**config.mk**
```make
export PLATFORM = sky130hd
export DESIGN_NAME = stage2_inv_pipe
export DESIGN_NICKNAME = d
export VERILOG_FILES = /design/src/rtl/stage2_inv_pipe.sv
export SDC_FILE = /design/constraint.sdc
export NUM_CORES = 1
export LEC_CHECK = 0
export ABC_AREA = 1
export BUFFER_PORTS_ARGS = -buffer_cell sky130_fd_sc_hd__buf_4
export CAP_MARGIN = 0
export CORE_MARGIN = 10
export CORE_UTILIZATION = 38
export CTS_BUF_LIST = sky130_fd_sc_hd__clkbuf_2 sky130_fd_sc_hd__clkbuf_4 sky130_fd_sc_hd__clkbuf_8
export DETAILED_ROUTE_END_ITERATION = 8
export PLACE_DENSITY = 0.64
export SYNTH_ARGS = -nofsm -noshare
export SYNTH_HDL_FRONTEND = slang
export SYNTH_SLANG_ARGS = --single-unit
```
**constraint.sdc**
```tcl
create_clock -name clk -period 4.3 [get_ports clk]
set_clock_uncertainty 0.1 [all_clocks]
set_input_delay 0.215 -clock clk [delete_from_list [all_inputs] [get_ports clk]]
set_output_delay 0.215 -clock clk [all_outputs]
set_load 0.005 [all_outputs]
```
**src/rtl/stage2_inv_pipe.sv**
```systemverilog
`default_nettype none
// ============================================================================
//  Module   : stage2_inv_pipe
//  Purpose  : Decrypt-side inverse of the stage-2 bit permutation. Each beat
//             of four bytes is inverse-permuted under the 2-bit mode {k7,k6},
//             registered behind a valid/ready handshake with a one-entry
//             skid buffer, and counted in a wrapping accepted-beat counter.
//  Revision : 1.0  initial release
// ============================================================================
module stage2_inv_pipe #(
    parameter int COUNT_W = 16
) (
    input  logic               clk,
    input  logic               reset,
    input  logic               Enable,
    input  logic               in_valid,
    output logic               in_ready,
    input  logic [7:0]         a0,
    input  logic [7:0]         a1,
    input  logic [7:0]         a2,
    input  logic [7:0]         a3,
    input  logic               k7,
    input  logic               k6,
    output logic               out_valid,
    input  logic               out_ready,
    output logic [7:0]         w0,
    output logic [7:0]         w1,
    output logic [7:0]         w2,
    output logic [7:0]         w3,
    output logic [1:0]         out_mode,
    output logic [COUNT_W-1:0] beat_count
);

    typedef enum logic [1:0] {
        ST_EMPTY = 2'd0,
        ST_ONE   = 2'd1,
        ST_FULL  = 2'd2
    } state_t;

    // All four mappings are involutions, so inverse == forward.
    function automatic logic [7:0] inv_perm(input logic [7:0] x, input logic [1:0] m);
        logic [7:0] y;
        case (m)
            2'b00:   y = {x[6], x[7], x[4], x[5], x[2], x[3], x[0], x[1]};
            2'b10:   y = {x[3:0], x[7:4]};
            2'b01:   y = {x[0], x[1], x[2], x[3], x[4], x[5], x[6], x[7]};
            default: y = {x[1], x[6], x[3], x[4], x[5], x[2], x[7], x[0]};
        endcase
        return y;
    endfunction

    state_t             state_q, state_d;
    logic [31:0]        out_data_q, out_data_d;
    logic [1:0]         out_mode_q, out_mode_d;
    logic [31:0]        skid_data_q, skid_data_d;
    logic [1:0]         skid_mode_q, skid_mode_d;
    logic [COUNT_W-1:0] count_q, count_d;

    logic [1:0]  w_mode;
    logic [31:0] w_perm;
    logic        w_accept;
    logic        w_drain;

    assign w_mode = {k7, k6};
    assign w_perm = {inv_perm(a0, w_mode), inv_perm(a1, w_mode),
                     inv_perm(a2, w_mode), inv_perm(a3, w_mode)};

    // Gated by reset so the upstream never sees ready while we are held in reset.
    assign in_ready  = Enable & ~reset & (state_q != ST_FULL);
    assign w_accept  = in_valid & in_ready;
    // With Enable low nothing leaves the stage, even if downstream is ready.
    assign w_drain   = Enable & out_valid & out_ready;

    assign out_valid  = (state_q != ST_EMPTY);
    assign w0         = out_data_q[31:24];
    assign w1         = out_data_q[23:16];
    assign w2         = out_data_q[15:8];
    assign w3         = out_data_q[7:0];
    assign out_mode   = out_mode_q;
    assign beat_count = count_q;

    // Next-state: handshake FSM steering new beats to output or skid register.
    always_comb begin
        state_d     = state_q;
        out_data_d  = out_data_q;
        out_mode_d  = out_mode_q;
        skid_data_d = skid_data_q;
        skid_mode_d = skid_mode_q;
        count_d     = count_q + (w_accept ? COUNT_W'(1) : COUNT_W'(0));
        case (state_q)
            ST_EMPTY: begin
                if (w_accept) begin
                    out_data_d = w_perm;
                    out_mode_d = w_mode;
                    state_d    = ST_ONE;
                end
            end
            ST_ONE: begin
                if (w_accept && w_drain) begin
                    out_data_d = w_perm;
                    out_mode_d = w_mode;
                end else if (w_accept) begin
                    skid_data_d = w_perm;
                    skid_mode_d = w_mode;
                    state_d     = ST_FULL;
                end else if (w_drain) begin
                    state_d = ST_EMPTY;
                end
            end
            ST_FULL: begin
                if (w_drain) begin
                    out_data_d = skid_data_q;
                    out_mode_d = skid_mode_q;
                    state_d    = ST_ONE;
                end
            end
            default: state_d = ST_EMPTY;
        endcase
    end

    // State registers; reset discards both the output and the skid entry.
    always_ff @(posedge clk or posedge reset) begin
        if (reset) begin
            state_q     <= ST_EMPTY;
            out_data_q  <= '0;
            out_mode_q  <= '0;
            skid_data_q <= '0;
            skid_mode_q <= '0;
            count_q     <= '0;
        end else begin
            state_q     <= state_d;
            out_data_q  <= out_data_d;
            out_mode_q  <= out_mode_d;
            skid_data_q <= skid_data_d;
            skid_mode_q <= skid_mode_d;
            count_q     <= count_d;
        end
    end

endmodule
`default_nettype wire

```
==> results of run 1 <==
per-stage QoR:
step	cell area [um^2]	hold slack, ns	setup slack (ns)	total power, mW
after global routing	5742	0.06032	1.589	3.114
after CTS	5742	0.01665	1.791	2.917
final	5742	-0.02538	1.839	2.877
after floorplan	4862	0.2981	1.763	1.888
after detailed placement	5573	0.3665	1.814	2.386
after global placement	5573	0.3659	1.811	2.354
worst paths after layout:
path                                    to            from  slack (ns)
max                        skid_data_q[30]      state_q[1]        1.84
max reg2reg                skid_data_q[30]      state_q[1]        1.84
min                          beat_count[3]           reset       -0.03
min reg2reg                 out_data_q[11]  out_data_q[11]        0.38
min in group clk                state_q[1]       out_ready        0.03
max in group asynchronous   out_data_q[28]           reset        3.21
where the power goes:
group	total, mW	switching [mW]	leakage, nW	internal, mW
logic	0.995	0.528	1.79	0.467
registers	1.36	0.213	1.08	1.14
clock network	0.526	0.310	0.0936	0.216
flip-flops by register name (all words and copies together) (netlist names):
name / count
out_data_q: 32
beat_count: 16
skid_data_q: 32
state_q: 2
skid_mode_q: 2
out_mode: 2
synth_stat cells:
cell type  instances
o21ai_0           22
nand2_1          284
nand4_1            2
and3b_1            1
inv_1             11
o21ai_1           47
a21oi_1            2
xnor2_1            4
nand2_2            2
buf_6              1
nand3_2            1
nor3_2             1
clkbuf_1           8
nor2_1            15
or2_1             31
inv_2              9
nor3_1             4
nand3_1          103
ha_1               3
buf_2             24
buf_4              7
dfrtp_1           86
xor2_1            10
layer usage:
| metal | vias to the layer above | track usage | part of all wire |
|---|---|---|---|
| li1 | 2313 | - | - |
| met1 | 2203 | 0.1986 | 0.46 |
| met5 | - | 0 | 0 |
| met4 | 0 | 0.06348 | 0.021 |
| met3 | 23 | 0.04098 | 0.076 |
| met2 | 158 | 0.2294 | 0.45 |
logic make-up (layout without fill, tap and decap cells):
group,Yosys count,count (layout),share of synthesized area
xor+xnor,14,14,0.02522
flops,86,86,0.4426
simple gates,444,444,0.3919
compound gates,71,71,0.07308
buf+inv,60,130,0.05944
fa+ha+maj,3,3,0.007721
layout make-up:
class                   instances  share of cell area
repair buffers                 94              0.1229
well taps                     172             0.03748
multi-input cells             532              0.4221
inverters                      20             0.01329
flip-flops and latches         86              0.3748
clock inverters                 6            0.006537
clock buffers                  10             0.02288
==> results by group, run 1 <==
Placement
  • Placed cell count: 904
  • Placer Congestion: 0.8908
  • DP HPWL: approximately 9400 um
  • Port Buffers: 90

Synthesis
  • Cell Area, Synth: 0.004862 mm^2
  • Post-synth top area share: 0.4426
  • Syn nets: 720
  • Ranking of synthesized cells by area: dfrtp_1 44%, nand2_1 22%, nand3_1 11%
  • Synth cell types: 23
  • Synthesized area per cell: between 7 and 8 um^2
  • Warnings from Yosys: 0
  • Cells after Synth: 678
  • Seq/Total Area, Yosys: 0.4426
  • Post-synth top area cell: dfrtp_1
  • FF+latch count, synth: 86

Die
  • Die H: 133.1 um
  • CORE AREA: 0.01257 mm^2
  • Chip Width: 133.1 um
  • Row count: 41
  • Ports: 91
  • Starting density of the core: 0.3869
  • Die area: 0.01772 mm^2

Power and ir drop
  • P_leak: 2.959 nW
  • P per Cell Area: 501.0 mW/mm^2
  • Worst vdd ir: 0.0001929 V

STA
  • Worst Tran Pin Value: 1.210 ns
  • Final Cycle Share: 0.5723
  • RSZ-0062 raised after global routing: false
  • Final setup fails: 0
  • Slew margin rel.: 0.1922
  • Fmax: 406.4 MHz
  • Setup TNS: 0 ns
  • Slew Limit Fails: 0
  • WHS: -0.02538 ns
  • Endpoints failing hold: 44
  • Min Clock Period, post-route: 2.461 ns

Global routing
  • First-pass GRT wire length: approximately 22000 um
  • GR Overflow Total: 0
  • Vias in the first global route: 4425
  • Overall routing resource usage: 0.1512
  • Initial antenna violation count: 0
  • Largest net degree at the start of global routing: 63

Setup path
  • Critical path launch point type: flip-flop
  • Worst path slowest cell: buf_4
  • Crit path max fanout: 41
  • Worst Path Arrival: 2.61 ns
  • CP peak stage delay: 0.45 ns
  • Required @ worst endpoint: roughly 4.5 ns
  • Reg2Reg Depth: 8
  • WP buf/inv: 3
  • Path type of the worst setup path: reg2reg
  • Critical-path cell list: nand2_1 -> buf_4 -> nand3_1 -> inv_2 -> nand3_2 -> buf_4 -> nand2_1 -> o21ai_1
  • Crit end category: flip-flop
  • Largest delay contributor family on the critical path: buffers and inverters
  • Levels on crit path: 8

Clock tree
  • Setup Fix Bufs, Post-CTS: 0
  • Clk root buf: clkbuf_8
  • Num CTS Buffers: 9
  • Hold Buf Count CTS: 0
  • Clk_lat worst skew: 0.38 ns
  • CTS tree: done
  • Clk buf depth: 2
  • CTS Sinks: 86
  • CTS H-tree depth: 3
  • # resized after CTS: 0
  • Reg clk slew, reported paths: ~0.09 ns

Finish
  • Seq. cell area: 0.002152 mm^2
  • Most frequent cells in the layout: 284 x nand2_1, 103 x nand3_1, 94 x buf_4, 86 x dfrtp_1, 47 x o21ai_1
  • Commonest non-fill, non-tap cell in the layout: nand2_1
  • Multi-input combinational cell area: 0.002424 mm^2
  • P&R area growth vs syn: 18.09%
  • Nets: 785
  • Layout cell share with drive strength beyond 1: 0.1671
  • Ant. Diodes: 0
  • Final core occ: 0.4568
  • Final non-filler cell total: 920
  • Filler cell count in the final layout: 1282

Routing
  • Per-cell routed wire length: 14.66 um
  • Vias: 4697
  • Number of remaining DRC errors: 0
  • ANT nets after route: 0
  • Final WL: 13490 um
  • Drt first pass iters: 7
  • 1st-iter DRT viols: 354
  • Drt via density: roughly 5.1

Outcome
  • Failing checks: negative hold slack
  • Status: finished, violations left

Run
  • Max cap viols: 0

Worst hold path
  • Worst Hold Class: in2async
Note: power is estimated with default switching activity, not from simulation.
==> run 2: changes to the inputs <==
--- a/config.mk
+++ b/config.mk
@@ -5,7 +5,7 @@
 export SDC_FILE = /design/constraint.sdc
 export NUM_CORES = 1
 export LEC_CHECK = 0
-export ABC_AREA = 1
+export ABC_AREA = 0
 export BUFFER_PORTS_ARGS = -buffer_cell sky130_fd_sc_hd__buf_4
 export CAP_MARGIN = 0
 export CORE_MARGIN = 10
==> constraint.sdc (replaced) <==
create_clock -name clk -period 2.3 [get_ports clk]
set_clock_uncertainty 0.1 [all_clocks]
set_input_delay 0.115 -clock clk [delete_from_list [all_inputs] [get_ports clk]]
set_output_delay 0.115 -clock clk [all_outputs]
set_load 0.005 [all_outputs]
==> results by group, run 2 <==
Finish
  • Commonest non-fill, non-tap cell in the layout: buf_4
  • Layout cell share with drive strength beyond 1: 0.3883 (+0.2212)
  • Nets: 601 (-23%)
  • Most frequent cells in the layout: 95 x buf_4, 86 x dfrtp_1, 66 x a21oi_1, 45 x nand2_1, 37 x mux2_2
  • Ant. Diodes: 0 (unchanged)
  • Final non-filler cell total: 740 (-20%)
  • P&R area growth vs syn: 21.03%

Synthesis
  • Syn nets: 524 (-27%)
  • FF+latch count, synth: 86 (unchanged)
  • Ranking of synthesized cells by area: dfrtp_1 43%, mux2_4 8.6%, a221oi_2 8.3%
  • Synthesized area per cell: 10.49 um^2 (+46%)
  • Warnings from Yosys: 0 (unchanged)
  • Count leader, synth: dfrtp_1
  • Post-synth EDFFs: 0 (unchanged)
  • Post-synth top cells: 86 x dfrtp_1, 66 x a21oi_1, 45 x nand2_1
  • Cells after Synth: 482 (-29%)
  • Post-synth top area cell: dfrtp_1
  • Synth cell types: 31 (+35%)
  • Cell Area, Synth: 0.005057 mm^2 (+4.0%)
  • Post-synth top area share: 0.4255 (-0.01708)
  • Seq/Total Area, Yosys: 0.4255 (-0.01708)
  • Ys flop type: dfrtp_1
  • Async SR Flop Fraction: 1.000 (unchanged)

Setup path
  • Path type of the worst setup path: in2reg
  • Critical Path Start: Enable
  • Critical path launch point type: input pin
  • RR Startpoint: state_q[0]
  • Critical-path cell list: dlygate4sd3_1 -> buf_4 -> nor2b_2 -> and3_4 -> ha_1 -> ha_1 -> nand2_1 -> nor3_4 -> and4_1 -> xor2_1
  • Largest delay contributor family on the critical path: simple AND/OR/NAND/NOR gates
  • Reg2Reg Depth: 8 (unchanged)
  • RR Endpoint: beat_count[10]
  • Required @ worst endpoint: 2.47 ns (-1.98 ns)
  • CP most frequent cell: ha_1
  • CP peak stage delay: 0.54 ns (+0.09 ns)
  • Worst path slowest cell: dlygate4sd3_1
  • Worst Path Arrival: 2.31 ns (-0.30 ns)
  • R2R Setup Slk: 0.18 ns (-1.66 ns)
  • Crit end category: flip-flop
  • Crit path max fanout: 5 (-88%)
  • WP buf/inv: 2 (-1)

Routing
  • Vias: 3863 (-18%)
  • 1st-iter DRT viols: 271 (-23%)
  • Metal2 WL: 6335 um (+5.4%)
  • Per-cell routed wire length: 17.43 um (+19%)
  • Final WL: 12900 um (-4.4%)
  • Drt first pass iters: 4 (-3)
  • Top Metal Used: met4
  • Drt via density: 5.220 (+2.2%)
  • ANT nets after route: 0 (unchanged)
  • Number of remaining DRC errors: 0 (unchanged)
  • WL met3: 635 um (-38%)
  • WL met1: 5699 um (-7.6%)

Worst hold path
  • Worst Hold Class: in2reg
  • Source of the worst hold timing path: in_valid
  • Hold path cells: 3
  • Hold worst-path end: beat_count[0]

Clock tree
  • CTS Sinks: 86 (unchanged)
  • Clk_lat worst skew: 0.35 ns (-0.03 ns)
  • Reg clk slew, reported paths: 0.08 ns (about the same)
  • Num CTS Buffers: 9 (unchanged)
  • CTS tree: done
  • Clk root buf: clkbuf_8
  • Setup Fix Bufs, Post-CTS: 0 (unchanged)
  • Clk buf depth: 2 (unchanged)
  • CTS H-tree depth: 3 (unchanged)

Global routing
  • Vias in the first global route: 4107 (-7.2%)
  • Overall routing resource usage: 0.1431 (-0.008107)
  • Initial antenna violation count: 0 (unchanged)
  • Largest net degree at the start of global routing: 87 (+38%)
  • First-pass GRT wire length: 21290 um (-4.1%)
  • GR Overflow Total: 0 (unchanged)

Die
  • Starting density of the core: 0.3850 (-0.001907)
  • Chip Width: 135.4 um (+1.7%)
  • Ports: 91 (unchanged)
  • Die area: 0.01832 mm^2 (+3.4%)
  • Die H: 135.4 um (+1.7%)
  • Row count: 42 (+2.4%)
  • CORE AREA: 0.01314 mm^2 (+4.5%)

STA
  • Setup TNS: 0 ns (unchanged)
  • Final setup fails: 0 (unchanged)
  • Endpoints failing hold: 0 (-100%)
  • Min Clock Period, post-route: 2.135 ns
  • Slew margin rel.: 0.5885 (+0.3963)
  • Fmax: 468.3 MHz
  • Slew Limit Fails: 0 (unchanged)
  • Final Cycle Share: 0.9284
  • Worst Tran Pin Value: 0.6173 ns (-0.5931 ns)
  • RSZ-0062 raised after global routing: false

Power and ir drop
  • Worst vdd ir: 0.0002943 V (+53%)
  • P_leak: 2.779 nW (-6.1%)
  • P per Cell Area: 828.6 mW/mm^2 (+65%)
  • Overall power: 5.072 mW (+76%)

Placement
  • Placed cell count: 721 (-20%)
  • Port Buffers: 90 (unchanged)
  • Placer Congestion: 0.8162 (-8.4%)
  • DP HPWL: 8827 um (-5.7%)

Run
  • Max cap viols: 0 (unchanged)

Outcome
  • Status: complete, no violations
==> run 2: worst register-to-register path, stage by stage (launching register included) <==
cell	delay, ns
dfrtp_1	0.42
nand2b_1	0.19
and3_4	0.22
ha_1	0.17
ha_1	0.23
nand2_1	0.12
nor3_4	0.20
and4_1	0.24
xor2_1	0.15
==> run 2: power breakdown <==
part / leakage, nW / internal, mW / switching, mW
Clock: 0.0899 / 0.458 / 0.551
Combinational: 1.61 / 1.02 / 0.673
Sequential: 1.08 / 2.03 / 0.346
==> run 2: cells by family (layout without fill, tap and decap cells) <==
| logic type | Yosys count | after routing | synth area share |
|---|---|---|---|
| simple gates | 138 | 138 | 0.1314 |
| compound gates | 133 | 133 | 0.1957 |
| flops | 86 | 86 | 0.4255 |
| mux | 68 | 68 | 0.1727 |
| buf+inv | 39 | 121 | 0.04132 |
| xor+xnor | 15 | 15 | 0.02598 |
| fa+ha+maj | 3 | 3 | 0.007423 |
==> run 2: how the worst max path moves through the flow <==
stage,endpoint,slack [ns],cells past startpoint
after global routing,beat_count[10],0.03,8
after detailed placement,beat_count[10],0.02,8
final,beat_count[10],0.16,10
after CTS,out_data_q[31],0.04,4
after floorplan,beat_count[10],0.07,10
after global placement,out_data_q[31],0.1,4
==> run 2: per-layer routing <==
metal / vias to the layer above / track usage
met3: 16 / 0.03561
met2: 94 / 0.2425
met5: - / 0
met4: 0 / 0.04785
met1: 1867 / 0.1732
li1: 1886 / -
==> run 2: stage by stage <==
| stage | hold WS (ns) | instance area [um^2] | setup WS (ns) | utilization |
|---|---|---|---|---|
| 2_1_floorplan | 0.1772 | 5062 | 0.06819 | - |
| 3_3_place_gp | 0.2140 | 5886 | 0.09840 | 0.4480 |
| 3_5_place_dp | 0.2231 | 5886 | 0.02156 | 0.4480 |
| 4_1_cts | 0.1112 | 6101 | 0.03798 | 0.4644 |
| 5_1_grt | 0.08999 | 6121 | 0.02751 | 0.4659 |
| 6_report | 0.09803 | 6121 | 0.1648 | 0.4659 |
==> run 2: area by class of cell <==
class	count	area [um^2]
sequential	86	2152
timing repair buffer	102	823.3
clock buffer	13	160.2
multi-input combinational	357	2730
inverter	3	15.01
tap	176	220.2
fill	1266	7017
clock inverter	3	20.02
==> run 2: what timing repair did <==
| action | CTS | global route |
|---|---|---|
| resized for setup | 1 | 5 |
| pin swaps | 0 | 0 |
| hold buffers | 3 | 0 |
| setup endpoints to repair | 1 | 17 |
| hold endpoints to repair | 87 | 0 |
